## src/rtl/audio_out_stage.sv

```systemverilog
// audio_out_stage: codec output conditioning.
// Power-of-two gain with signed saturation, 2-deep stall pipeline against
// write_ready, per-channel peak meters (hold + decay), and sticky clip flags.
// Optional: define CLIP_COUNT_EN to add saturating per-channel clip counters.
module audio_out_stage #(
    parameter int DATA_WIDTH   = 24,
    parameter int HOLD_SAMPLES = 64,
    parameter int DECAY_SHIFT  = 4
) (
    input  logic                  clk,
    input  logic                  reset_n,
    input  logic                  in_valid,
    input  logic [DATA_WIDTH-1:0] in_left,
    input  logic [DATA_WIDTH-1:0] in_right,
    output logic                  in_ready,
    input  logic [2:0]            gain_sel,
    input  logic                  write_ready,
    output logic                  write,
    output logic [DATA_WIDTH-1:0] writedata_left,
    output logic [DATA_WIDTH-1:0] writedata_right,
    output logic [DATA_WIDTH-2:0] peak_left,
    output logic [DATA_WIDTH-2:0] peak_right,
    output logic                  clip_left,
    output logic                  clip_right,
    input  logic                  clip_clr
`ifdef CLIP_COUNT_EN
    ,
    output logic [15:0]           clip_count_left,
    output logic [15:0]           clip_count_right
`endif
);

    localparam int EW = DATA_WIDTH + 7;
    localparam int PW = DATA_WIDTH - 1;
    localparam int HW = $clog2(HOLD_SAMPLES + 1);

    // Returns {saturated, value}: sign-extend, shift, clamp when the top bits
    // of the widened product are not all copies of the result sign bit.
    function automatic logic [DATA_WIDTH:0] f_gain_sat(input logic [DATA_WIDTH-1:0] x,
                                                       input logic [2:0] sh);
        logic [EW-1:0] ext;
        logic [EW-1:0] shifted;
        logic [7:0]    top;
        ext     = {{7{x[DATA_WIDTH-1]}}, x};
        shifted = ext << sh;
        top     = shifted[EW-1:DATA_WIDTH-1];
        if (top == '0 || top == '1)
            return {1'b0, shifted[DATA_WIDTH-1:0]};
        else if (shifted[EW-1])
            return {1'b1, 1'b1, {(DATA_WIDTH-1){1'b0}}};
        else
            return {1'b1, 1'b0, {(DATA_WIDTH-1){1'b1}}};
    endfunction

    // Magnitude with the most negative code folded onto full scale.
    function automatic logic [PW-1:0] f_abs(input logic [DATA_WIDTH-1:0] x);
        logic [DATA_WIDTH-1:0] neg;
        neg = -x;
        if (x == {1'b1, {(DATA_WIDTH-1){1'b0}}})
            return '1;
        else if (x[DATA_WIDTH-1])
            return neg[PW-1:0];
        else
            return x[PW-1:0];
    endfunction

    logic                  r_s1_valid, r_s2_valid;
    logic [DATA_WIDTH-1:0] r_s1_left, r_s1_right, r_s2_left, r_s2_right;
    logic [1:0]            r_s1_sat, r_s2_sat;
    logic [PW-1:0]         r_peak [2];
    logic [HW-1:0]         r_hold [2];
    logic [1:0]            r_clip;

    logic                  w_s2_adv, w_s1_adv, w_write;
    logic [DATA_WIDTH:0]   w_gl, w_gr;
    logic [PW-1:0]         w_abs [2];

    assign w_s2_adv = ~r_s2_valid | write_ready;
    assign w_s1_adv = ~r_s1_valid | w_s2_adv;
    assign w_write  = r_s2_valid & write_ready;
    assign w_gl     = f_gain_sat(in_left, gain_sel);
    assign w_gr     = f_gain_sat(in_right, gain_sel);

    assign in_ready        = w_s1_adv;
    assign write           = w_write;
    assign writedata_left  = r_s2_left;
    assign writedata_right = r_s2_right;
    assign peak_left       = r_peak[0];
    assign peak_right      = r_peak[1];
    assign clip_left       = r_clip[0];
    assign clip_right      = r_clip[1];

    // Magnitudes of the sample currently presented to the codec.
    always_comb begin
        w_abs[0] = f_abs(r_s2_left);
        w_abs[1] = f_abs(r_s2_right);
    end

    // Two-stage pipeline: S1 captures gained/saturated input, S2 drives the codec.
    always_ff @(posedge clk or negedge reset_n) begin
        if (!reset_n) begin
            r_s1_valid <= 1'b0;
            r_s2_valid <= 1'b0;
            r_s1_left  <= '0;
            r_s1_right <= '0;
            r_s2_left  <= '0;
            r_s2_right <= '0;
            r_s1_sat   <= '0;
            r_s2_sat   <= '0;
        end else begin
            if (w_s1_adv) begin
                r_s1_valid <= in_valid;
                if (in_valid) begin
                    r_s1_left  <= w_gl[DATA_WIDTH-1:0];
                    r_s1_right <= w_gr[DATA_WIDTH-1:0];
                    r_s1_sat   <= {w_gr[DATA_WIDTH], w_gl[DATA_WIDTH]};
                end
            end
            if (w_s2_adv) begin
                r_s2_valid <= r_s1_valid;
                if (r_s1_valid) begin
                    r_s2_left  <= r_s1_left;
                    r_s2_right <= r_s1_right;
                    r_s2_sat   <= r_s1_sat;
                end
            end
        end
    end

    // Peak meters and sticky clip flags, updated per written sample.
    always_ff @(posedge clk or negedge reset_n) begin
        if (!reset_n) begin
            for (int unsigned ch = 0; ch < 2; ch++) begin
                r_peak[ch] <= '0;
                r_hold[ch] <= '0;
            end
            r_clip <= '0;
        end else begin
            for (int unsigned ch = 0; ch < 2; ch++) begin
                if (w_write) begin
                    if (w_abs[ch] >= r_peak[ch]) begin
                        r_peak[ch] <= w_abs[ch];
                        r_hold[ch] <= HW'(HOLD_SAMPLES);
                    end else if (r_hold[ch] != '0) begin
                        r_hold[ch] <= r_hold[ch] - 1'b1;
                    end else begin
                        r_peak[ch] <= r_peak[ch] - (r_peak[ch] >> DECAY_SHIFT);
                    end
                end
                if (w_write && r_s2_sat[ch])
                    r_clip[ch] <= 1'b1;
                else if (clip_clr)
                    r_clip[ch] <= 1'b0;
            end
        end
    end

`ifdef CLIP_COUNT_EN
    logic [15:0] r_cnt [2];

    assign clip_count_left  = r_cnt[0];
    assign clip_count_right = r_cnt[1];

    // Saturating clip counters; clear has priority over increment.
    always_ff @(posedge clk or negedge reset_n) begin
        if (!reset_n) begin
            for (int unsigned ch = 0; ch < 2; ch++)
                r_cnt[ch] <= '0;
        end else begin
            for (int unsigned ch = 0; ch < 2; ch++) begin
                if (clip_clr)
                    r_cnt[ch] <= '0;
                else if (w_write && r_s2_sat[ch] && r_cnt[ch] != 16'hFFFF)
                    r_cnt[ch] <= r_cnt[ch] + 16'd1;
            end
        end
    end
`endif

endmodule

```

## config.mk

```make
export PLATFORM = sky130hd
export DESIGN_NAME = audio_out_stage
export DESIGN_NICKNAME = d
export VERILOG_FILES = /design/src/rtl/audio_out_stage.sv
export SDC_FILE = /design/constraint.sdc
export NUM_CORES = 1
export LEC_CHECK = 0
export CAP_MARGIN = 20
export CORE_ASPECT_RATIO = 1.5
export CORE_MARGIN = 5
export CORE_UTILIZATION = 52
export DETAILED_ROUTE_END_ITERATION = 8
export PLACE_DENSITY = 0.88
export SLEW_MARGIN = 10
export SYNTH_ARGS = -nofsm -noshare
export SYNTH_HDL_FRONTEND = slang
export SYNTH_SLANG_ARGS = --single-unit
```

## constraint.sdc

```tcl
create_clock -name clk -period 4.2 [get_ports clk]
set_input_delay 1.05 -clock clk [delete_from_list [all_inputs] [get_ports clk]]
set_output_delay 1.05 -clock clk [all_outputs]
set_load 0.02 [all_outputs]
```

# --- Yosys cells after proc, flatten, opt, wreduce, memory -nomap -nowiden ---
# Index checks and enable logic that the tools add are counted.
totals:
  register_bits: 164
  latch_bits: 0
  ram_bits: 0
  mem_bits_ro: 0
  inputBits: 56
  output_inout_bits: 98
  elab_cells: 72
  n_memories: 0
op_classes:
  n_addsub: 6
  n_mul: 0
  div: 0
  n_lt_le_gt_ge: 2
  eq_ne: 6
  shift: 2
  muxes: 19
  bitwise_logic: 5
  reduce_logical: 18
op_table:
  columns: ["cell", "n"]
  rows:
  - ["$mux 23", 8]
  - ["$shl 31x3->31", 2]
  - ["$mux 25", 2]
  - ["$eq 24x24->1 const B", 2]
  - ["$mux 24", 2]
  - ["$ge 23x23->1", 2]
  - ["$neg 23->23", 2]
  - ["$sub 23x19->23", 2]
  - ["$mux 7", 4]
  - ["$eq 8x8->1 const B", 2]
  - ["$logic_not 8->1", 2]
  - ["$reduce_bool 7->1", 2]
  - ["$sub 7x1->7 const B", 2]
  - ["$reduce_and 2->1", 6]
  - ["$reduce_bool 2->1", 4]
  - ["$ne 2x2->1 const B", 2]
  - ["$mux 1", 3]
  - ["$logic_and 1x1->1", 2]
  - ["$logic_or 1x1->1", 2]
  - ["$not 1->1", 2]
  - ["$or 1x1->1", 2]
  - ["$and 1x1->1", 1]

# --- Depth between registers and ports, before layout ---
# Gate-level depths: netlist (run 1).
depth:
  depth_word: 6
  depth_mapped: 19
  mapped_depth_nobuf: 17

# --- Worst setup path after synthesis (run 1) ---
# No wires, ideal clock.
synth_timing:
  path_type: "reg-to-reg"
  startpoint: "register r_s2_right[10], in the netlist writedata_right[10]"
  endpoint: "register r_peak (netlist bit peak_right[12])"
  setup_ps: 144
  arrival_ps: 4514
  required_time_ps: 4056
  path_slack_ps: -458
  path_stages_with_launch: 18
  n_path_buf: 5
  synth_period_minus_slack_ps: 4658
  cell_sequence: "dfrtp_1 -> or4_4 -> or3_1 -> buf_2 -> or4_1 -> clkbuf_2 -> buf_6 -> nand2_1 -> ha_1 -> a21o_1 -> a21o_1 -> a211o_1 -> a2111o_1 -> a31oi_1 -> a21o_1 -> clkbuf_1 -> clkbuf_1 -> a22oi_1"
synth_between:
  elab_chain_len: 6
  word_cells_on_any_way: 8
  cone_classes: "1 x add/sub; 1 x order compare; 2 x eq/ne; 3 x mux; 1 x reduce/logical"
synth_lines:
  columns: ["element", "line_no", "rtl"]
  rows:
  - ["from (decl)", "68", "logic [DATA_WIDTH-1:0] r_s1_left, r_s1_right, r_s2_left, r_s2_right;"]
  - ["from (signal assigned)", "123", "r_s2_right <= r_s1_right;"]
  - ["$neg 23->23", "58", "neg = -x;"]
  - ["$mux 23", "61", "else if (x[DATA_WIDTH-1])"]
  - ["$mux 23 (*)", "59", "if (x == {1'b1, {(DATA_WIDTH-1){1'b0}}})"]
  - ["$ge 23x23->1", "141", "if (w_abs[ch] >= r_peak[ch]) begin"]
  - ["$ne 2x2->1 (no line)", null, null]
  - ["$reduce_and 2->1 (no line)", null, null]
  - ["to (signal, indexed assignment)", "142", "r_peak[ch] <= w_abs[ch];"]
  - ["to (signal, indexed assignment)", "147", "r_peak[ch] <= r_peak[ch] - (r_peak[ch] >> DECAY_SHIFT);"]
  - ["to (decl)", "70", "logic [PW-1:0] r_peak [2];"]
# Mark *: on every way between the ends. The rest lies on a longest branch, timed or not.
# A chain may end at the register's enable or synchronous reset.

# --- Worst setup path after layout (run 1) ---
layout_timing:
  startpoint: "register r_s2_right[16], in the netlist writedata_right[16]"
  endpoint: "register r_peak (netlist bit peak_right[21])"
# The elaborated chain is that of the path after synthesis.

==> flow_metrics.tcl, run 1 <==
set metrics [dict create \
    nets 1846 \
    worst_pin_slew_ps 968 \
    grt_max_degree 89 \
    netlist.area_leader.share_pct 32.2 \
    syn_avg_cell_area_um2 8.71 \
    worstPathBufferInverterCount 3 \
    ys.flop_type "dfrtp_1" \
    grtUsageMet2_pct 44.5 \
    grt_util_met3_pct 4.13 \
    dpl_cell_area_um2 15200 \
    clock_sinks 164 \
    finalWorstSetupSlack_ps -376 \
    max_cap_viol_count 0 \
    yosys.area_share.simple_pct 16.1 \
    synthCells 1463 \
    core_um2 24300 \
    die_h_um 202 \
    synth-edff-count 0 \
    yosys.area_share.adder_pct 9.15 \
    max_stage_delay_ps 530 \
    wirelength_um 40600 \
    synthDistinctLibCells 76 \
    violations "negative setup slack" \
    ctsHoldBuffers 0 \
    dpl.hpwl_um 26500 \
    area_delta_synth_final_pct 32.2 \
    via_count 12806 \
    io_pins 154 \
    insertion_delay_ps 450 \
    cp_data_arrival_time_ps 4840 \
    crit_fanout 10 \
    syn-num-nets 1611 \
    ys_warn_count 0 \
    gr-usage-met1_pct 31.3 \
    gr-max-usage-layer "met2" \
    clk_pin_slew_worst_paths_ps 70 \
    yosysTopAreaCell "dfrtp_1" \
    p_per_area_nw_per_um2 850 \
    antenna_cells 0 \
    post-route-period-util_pct 109 \
    start_util_pct 52.5 \
    firstDrtPassIters 9 \
    synth-xor-area-share_pct 3.37 \
    cts_tree "yes" \
    cts_buffers 17 \
    num_rows 70 \
    overflow 0 \
    grtUsageTotal_pct 26.3 \
    leakagePower_nw 7.28 \
    cp-end-kind "flip-flop" \
    skew_ps 13.7 \
    antenna_found_initial 0 \
    dieArea_um2 27800 \
    slew_headroom_pct 35.3 \
    cp_data_required_time_ps 4460 \
    ys_top_cells_by_area "dfrtp_1 32%, ha_1 8.8%, mux2_2 6.0%, nand2_1 5.5%, o21ai_0 5.1%" \
    design_area_um2 16800 \
    path_class "flip-flop to flip-flop" \
    hp-class "flip-flop to flip-flop" \
    slowest_stage "or4_4" \
    first_global_vias 12276 \
    synth_top_family_by_area "compound AO/OA/AOI/OAI gates" \
    wl_per_cell_um 20.0 \
    setup_violations 24 \
    cts_max_path_buffers 2 \
    crit_family "compound AO/OA/AOI/OAI gates" \
    yosysSeqAreaShare_pct 32.2 \
    hold_viol 0 \
    ant_nets 0 \
    cts_max_level 4 \
    grt_pass1_wl_um 60000 \
    finalMaxSlewViolations 0 \
    ys_ff_latch 164 \
    cts-root-buf "clkbuf_16" \
    io_buffers 153 \
    synthArstFlopShare_pct 100 \
    final.min_clock_period_ps 4580 \
    drive_gt1_share_pct 22.3 \
    synthMuxAreaShare_pct 13.0 \
    synth.cell_area_um2 12700 \
    die_w_um 138 \
    crit_chain "or4_4 > or3_4 > or4_4 > buf_8 > nand2_4 > ha_4 > a21o_1 > a21o_1 > a211o_1 > a2111o_1 > a31oi_4 > buf_12 > buf_12 > a211oi_2 > o21ai_1 > o221ai_2" \
    max_freq_ghz 0.219 \
    rsz0062_at_grt "true" \
    utilization_pct 69.4 \
    drc_errors 0 \
    drt-initial-drc-count 1335 \
    status "finished, violations left" \
    synth_compound_area_share_pct 21.7 \
    start_kind "flip-flop" \
    gp_routability_congestion 0.937 \
    vias_per_cell 6.30 \
    ir_drop_v 0.000443 \
]
[layout by cell type (no fill, tap or decap), types with 37 or more instances in the layout]
cell type / netlist / routed
mux2i_1: 46 / 42
o21a_1: 37 / 37
a21oi_1: 101 / 92
ha_1: 90 / 87
inv_1: 71 / 69
clkdlybuf4s50_1: 0 / 150
buf_4: 0 / 104
nor2_1: 99 / 91
dfrtp_1: 164 / 159
o21ai_0: 130 / 106
mux2_2: 68 / 67
nand2_1: 187 / 168
[where the power goes]
group | leakage (nW) | internal [W] | switching (W)
sequential | 1.89 | 0.00208 | 0.000613
combinational | 5.09 | 0.00439 | 0.00554
clock | 0.304 | 0.000979 | 0.000716
[flip-flops by register name (all words and copies together), names as in the netlist]
signal / cells
r_s2_sat: 2
peak_left: 23
writedata_right: 24
writedata_left: 24
r_s1_right: 24
r_s1_valid: 1
r_s1_left: 24
r_hold: 14
r_clip: 2
peak_right: 23
r_s1_sat: 2
r_s2_valid: 1
[layer usage]
layer	share of wire, %	vias to the layer above
li1	-	5823
met1	37	6037
met2	48	701
met3	7.5	245
met4	6.9	0
met5	0	-
[worst register-to-register path, stage by stage, from the launching register on]
cell and delay [ps]:
dfrtp_2 400, or4_4 530, or3_4 340, or4_4 500, buf_8 160, nand2_4 70
ha_4 200, a21o_1 170, a21o_1 200, a211o_1 280, a2111o_1 420, a31oi_4 190
buf_12 160, buf_12 160, a211oi_2 50, o21ai_1 320, o221ai_2 240
[area by class of cell]
cell class | count | area (µm²)
clock inverters | 12 | 169
repair buffers | 287 | 2770
multi-input cells | 1156 | 8660
flip-flops and latches | 164 | 4110
fillers | 1692 | 7420
well taps | 324 | 405
inverters | 72 | 270
clock buffers | 19 | 453
[timing repair]
item,CTS,global route
buffers inserted,20,19
pin swaps,22,38
gates resized for setup,37,125
setup endpoints to repair,50,60
gates cloned,2,6
[synth_stat cells (all sizes together) (4+ instances only)]
master   count
o21ai      136
or3          9
o221ai       4
o31a         9
inv         71
nand2      187
nand2b      11
o211ai       9
a21oi      101
or4          9
nand4       12
a2111oi      4
ha          90
a31oi       27
o21a        37
clkbuf      49
mux2i       46
xor2        33
nor2        99
nor4         8
xnor2       16
a21o        18
and3         7
or2          5
nand3       24
o311ai       6
o31ai       20
o22ai        4
nor3b        5
o21bai       8
nor3        34
buf         24
mux4        19
nor2b       18
o41ai       10
a211oi      16
dfrtp      164
and2         5
mux2        68
[worst paths after layout]
kind,from,end,slack (ps),depth (start not counted)
min reg2reg,r_s1_left[20],r_s1_left[20],480,2
min in group asynchronous,reset_n,r_s1_right[16],660,1
max,writedata_right[16],peak_right[21],-380,16
max reg2reg,writedata_right[16],peak_right[21],-380,16
max in group asynchronous,reset_n,r_s1_right[13],2750,2
min,r_s1_left[20],r_s1_left[20],480,2
[kinds of logic (layout without fill, tap and decap cells)]
family / count (synthesis) / in the layout
xor+xnor: 49 / 49
compound gates: 436 / 438
fa+ha+maj: 92 / 92
buf+inv: 145 / 390
simple gates: 444 / 444
mux: 133 / 133
flops: 164 / 164
[stage by stage]
step / power [W] / setup TNS (ps) / instances / setup WS [ps] / hold WS (ps)
detailed placement: 0.0107 / -4350 / 1957 / -288 / 467
CTS: 0.0128 / -15.2 / 2010 / -5.68 / 482
floorplan: 0.00799 / -280 / 1463 / -87.0 / 442
global placement: 0.0103 / -506 / 1957 / -146 / 457
global route: 0.0151 / -9340 / 2034 / -405 / 511
finish: 0.0143 / -3090 / 2034 / -376 / 475
(Power assumes the default switching activity.)
==> inputs of run 2 (changes only) <==
--- a/config.mk
+++ b/config.mk
@@ -6,11 +6,14 @@
 export NUM_CORES = 1
 export LEC_CHECK = 0
 export CAP_MARGIN = 20
+export CELL_PAD_IN_SITES_DETAIL_PLACEMENT = 1
+export CELL_PAD_IN_SITES_GLOBAL_PLACEMENT = 1
 export CORE_ASPECT_RATIO = 1.5
 export CORE_MARGIN = 5
-export CORE_UTILIZATION = 52
+export CORE_UTILIZATION = 39
+export CTS_CLUSTER_SIZE = 30
 export DETAILED_ROUTE_END_ITERATION = 8
-export PLACE_DENSITY = 0.88
+export PLACE_DENSITY = 0.87
 export SLEW_MARGIN = 10
 export SYNTH_ARGS = -nofsm -noshare
 export SYNTH_HDL_FRONTEND = slang
==> flow_metrics.tcl, run 2 (synthesis gave the netlist of run 1 again) <==
set metrics [dict create \
    grt_util_met3_pct 4.04 \
    worst_pin_slew_ps 971 \
    wirelength_um 51000 \
    post-route-period-util_pct 110 \
    p_per_area_nw_per_um2 897 \
    overflow 0 \
    max_freq_ghz 0.216 \
    status "finished, violations left" \
    die_w_um 158 \
    antenna_cells 0 \
    drive_gt1_share_pct 23.7 \
    dpl.hpwl_um 31800 \
    finalMaxSlewViolations 0 \
    insertion_delay_ps 460 \
    start_kind "flip-flop" \
    dieArea_um2 36500 \
    grt_pass1_wl_um 70000 \
    firstDrtPassIters 7 \
    via_count 13260 \
    violations "negative setup slack" \
    final.min_clock_period_ps 4630 \
    gr-usage-met1_pct 27.2 \
    die_h_um 231 \
    io_buffers 153 \
    finalWorstSetupSlack_ps -428 \
    clk_pin_slew_worst_paths_ps 70 \
    setup_tns_ps -15570 \
    cts_buffers 17 \
    wl_per_cell_um 23.7 \
    core_um2 32400 \
    start_util_pct 39.3 \
    io_pins 154 \
    mostFrequentLayoutCell "nand2_1" \
    cp-end-kind "flip-flop" \
    dp_slack_ps -298 \
    nets 1869 \
    ir_drop_v 0.000323 \
    area_delta_synth_final_pct 36.5 \
    ant_nets 0 \
    crit_fanout 4 \
    rsz0062_at_grt "true" \
    grtUsageTotal_pct 23.7 \
    cp_data_required_time_ps 4520 \
    fill_cells 3646 \
    holdWs_ps 481 \
    slew_headroom_pct 35.3 \
    first_global_vias 13348 \
    finalPower_w 0.0156 \
    skew_ps 14.8 \
    hp-class "flip-flop to flip-flop" \
    path_class "flip-flop to flip-flop" \
    grt_max_degree 99 \
    drc_errors 0 \
    leakagePower_nw 7.47 \
    cts_tree "yes" \
    grtUsageMet2_pct 41.8 \
    clock_sinks 164 \
    cp_data_arrival_time_ps 4950 \
    cts_max_level 4 \
    vias_per_cell 6.17 \
    max_cap_viol_count 0 \
    antenna_found_initial 0 \
    num_rows 81 \
    hold_viol 0 \
    drt-initial-drc-count 724 \
    gp_routability_congestion 0.889 \
    setup_violations 60 \
    cts-root-buf "clkbuf_16" \
    utilization_pct 53.6 \
    gr-max-usage-layer "met2" \
    cts_max_path_buffers 2 \
    most-common-layout-cells "175 x nand2_1, 159 x dfrtp_1, 149 x clkdlybuf4s50_1" \
]
-- run 2: stage by stage --
stage          instance area (µm²)  std cells
2_1_floorplan                12800       1463
3_3_place_gp                 15400       2055
3_5_place_dp                 15400       2055
4_1_cts                      16400       2106
5_1_grt                      17400       2148
6_report                     17400       2148
-- run 2: layout make-up --
class | instances | area, µm² | share of cell area, %
repair buffers | 311 | 3080 | 17.7
flip-flops and latches | 164 | 4110 | 23.6
well taps | 415 | 519 | 2.99
clock buffers | 22 | 484 | 2.78
multi-input cells | 1155 | 8780 | 50.5
inverters | 72 | 270 | 1.55
clock inverters | 9 | 143 | 0.820
-- run 2: critical path, stage by stage, from the launching register on --
cell and delay, ps:
dfrtp_2 420, inv_1 100, ha_4 130, or3b_4 410, nor4_4 300, nand4b_1 210
and4bb_2 390, buf_6 120, a211oi_2 40, a31oi_2 240, ha_1 320, a21oi_2 190
nor2_4 60, a211oi_2 310, o21ai_2 120, buf_6 140, nor3_4 270, nor2_4 120
buf_12 150, clkbuf_16 160, o311ai_1 90, o21ai_1 150
-- run 2: power breakdown --
| group | switching (W) | internal [W] | total, W |
|---|---|---|---|
| logic | 0.00631 | 0.00482 | 0.0111 |
| registers | 0.000674 | 0.00208 | 0.00275 |
| clock network | 0.000712 | 0.00101 | 0.00172 |
| total | 0.00769 | 0.00791 | 0.0156 |
-- run 2: routing by layer --
| metal | vias up | routed length [µm] |
|---|---|---|
| met5 | - | 0 |
| met4 | 0 | 3680 |
| met3 | 271 | 3080 |
| met2 | 611 | 25100 |
| met1 | 6517 | 19100 |
| li1 | 5861 | - |
-- run 2: worst paths after layout --
| path | end | startpoint | cells after the start | slack [ps] |
|---|---|---|---|---|
| worst max-delay path | peak_left[0] | writedata_left[0] | 21 | -430 |
| worst min register to register | r_s1_right[23] | r_s1_right[23] | 2 | 480 |
| worst max register to register | peak_left[0] | writedata_left[0] | 21 | -430 |
| max in group asynchronous | peak_right[8] | reset_n | 2 | 2720 |
| worst min-delay path | r_s1_right[23] | r_s1_right[23] | 2 | 480 |
| min in group asynchronous | peak_left[7] | reset_n | 1 | 660 |
-- run 2: repair_timing --
action                                  4_1_cts  5_1_grt
endpoints found under the setup margin       56       60
cloned                                        1        9
pin swaps                                    34       44
setup buffers                                19       38
gates resized for setup                      60      144
hold buffers                                  0        0
==> inputs of run 3 (changes only) <==
--- a/config.mk
+++ b/config.mk
@@ -18,3 +18,4 @@
 export SYNTH_ARGS = -nofsm -noshare
 export SYNTH_HDL_FRONTEND = slang
 export SYNTH_SLANG_ARGS = --single-unit
+export TNS_END_PERCENT = 20
==> flow_metrics.tcl, run 3 (synthesis gave the netlist of run 1 again) <==
set metrics [dict create \
    slew_headroom_pct 31.2 \
    setup_tns_ps -7540 \
    leakagePower_nw 7.21 \
    grt_pass1_wl_um 68600 \
    cts_max_level 4 \
    cp-end-kind "flip-flop" \
    cts_tree "yes" \
    finalPower_w 0.0144 \
    max_stage_delay_ps 540 \
    die_h_um 231 \
    start_util_pct 39.3 \
    first_global_vias 13212 \
    wl_per_cell_um 21.7 \
    dpl.hpwl_um 32000 \
    power_frac_seq_pct 18.7 \
    p_clk_share_pct 10.6 \
    hp-class "flip-flop to flip-flop" \
    skew_ps 7.63 \
    area_delta_synth_final_pct 31.6 \
    clk_pin_slew_worst_paths_ps 70 \
    finalMaxSlewViolations 0 \
    min_from "r_s1_left[19]" \
    grt_max_degree 97 \
    clock_sinks 164 \
    critPathLaunch "writedata_right[11]" \
    vias_per_cell 6.04 \
    cp_data_required_time_ps 4540 \
    finalWorstSetupSlack_ps -362 \
    mostFrequentLayoutCell "nand2_1" \
    slowest_stage "or4_4" \
    gp_routability_congestion 0.886 \
    drive_gt1_share_pct 21.0 \
    via_count 12819 \
    combinationalPowerShare_pct 70.7 \
    most-common-layout-cells "174 x nand2_1, 159 x dfrtp_1, 149 x clkdlybuf4s50_1" \
    core_um2 32400 \
    num_rows 81 \
    multi_input_area_um2 8630 \
    final.min_clock_period_ps 4560 \
    post-route-period-util_pct 109 \
    cts_buffers 17 \
    drc_errors 0 \
    die_w_um 158 \
    io_pins 154 \
    path_class "flip-flop to flip-flop" \
    cts-root-buf "clkbuf_16" \
    violations "negative setup slack" \
    ir_drop_v 0.000317 \
    crit_chain "or4_4 > or3_4 > buf_4 > nor4_4 > buf_4 > nor2_1 > ha_1 > nor2b_1 > o21ai_0 > a41oi_1 > a211oi_1 > buf_4 > a31oi_4 > buf_6 > buf_6 > o311ai_0 > o41ai_2 > a221o_1" \
    max_cap_viol_count 0 \
    setup_violations 58 \
    nets 1841 \
    crit_top_cell "buf_4" \
    fill_cells 3751 \
    ant_nets 0 \
    wirelength_um 46000 \
    io_buffers 153 \
    r2r-start "writedata_right[11]" \
    p_sw_share_pct 49.2 \
    firstDrtPassIters 5 \
    p_switching_w 0.00708 \
    dieArea_um2 36500 \
    hold_viol 0 \
    rsz0062_at_grt "true" \
    p_int_w 0.00731 \
    cts_max_path_buffers 2 \
    drt-initial-drc-count 768 \
    status "finished, violations left" \
    cp_data_arrival_time_ps 4900 \
    antenna_cells 0 \
    overflow 0 \
    regArea_um2 4110 \
    antenna_found_initial 0 \
    start_kind "flip-flop" \
    worst_pin_slew_ps 1030 \
    crit_fanout 5 \
    p_per_area_nw_per_um2 859 \
    max_freq_ghz 0.219 \
    insertion_delay_ps 460 \
    grtUsageTotal_pct 23.2 \
]
## run 3: power by group through the flow
stage	combinational [W]	clock, W	sequential [W]
floorplan	0.00502	0	0.00296
global placement	0.00797	0	0.00264
detailed placement	0.00843	0	0.00268
CTS	0.00890	0.00155	0.00266
global route	0.0109	0.00162	0.00275
finish	0.0102	0.00153	0.00269
## run 3: worst paths after layout
kind / end / slack (ps) / depth (start not counted)
worst min register to register: r_s1_left[19] / 480 / 2
worst max-delay path: peak_right[19] / -360 / 18
min in group asynchronous: peak_left[7] / 630 / 1
worst max register to register: peak_right[19] / -360 / 18
max in group asynchronous: peak_right[8] / 2630 / 2
worst min-delay path: r_s1_left[19] / 480 / 2
## run 3: worst max-delay path: cells and delay by family (launching register included)
family | cells | cell delay [ps]
AOI/OAI and AO/OA | 7 | 1530
and+or+nand+nor | 5 | 1370
buffers and inverters | 5 | 840
DFF | 1 | 400
adders and majority gates | 1 | 280
## run 3: final cells by class
class                           instances  share of cell area, %
Timing Repair Buffer                  283                   16.0
Sequential cell                       164                   24.5
Clock inverter                          9                  0.567
Tap cell                              415                   3.10
Multi-Input combinational cell       1155                   51.5
Inverter                               72                   1.61
Clock buffer                           23                   2.79
## run 3: metal layers
metal  vias up  track usage [%]  part of all wire [%]
met5         -                0                     0
met4         0             12.6                   5.8
met3       193             3.59                   4.6
met2       482             41.4                    51
met1      6342             26.2                    38
li1       5802                -                     -
## run 3: what timing repair did
item	CTS	global route
hold buffers	0	0
pin swaps	7	27
setup buffers	9	19
resized for setup	54	86
cloned	0	2
setup endpoints to repair	57	60
## run 3: stage by stage
stage	util (%)	cells	hold WS, ps	area [µm²]	setup slack (ps)
floorplan	-	1463	442	12800	-87.0
global placement	47.5	2060	459	15400	-54.2
detailed placement	47.5	2060	467	15400	-259
CTS	50.1	2101	481	16200	-54.8
global route	51.7	2121	512	16800	-442
finish	51.7	2121	477	16800	-362
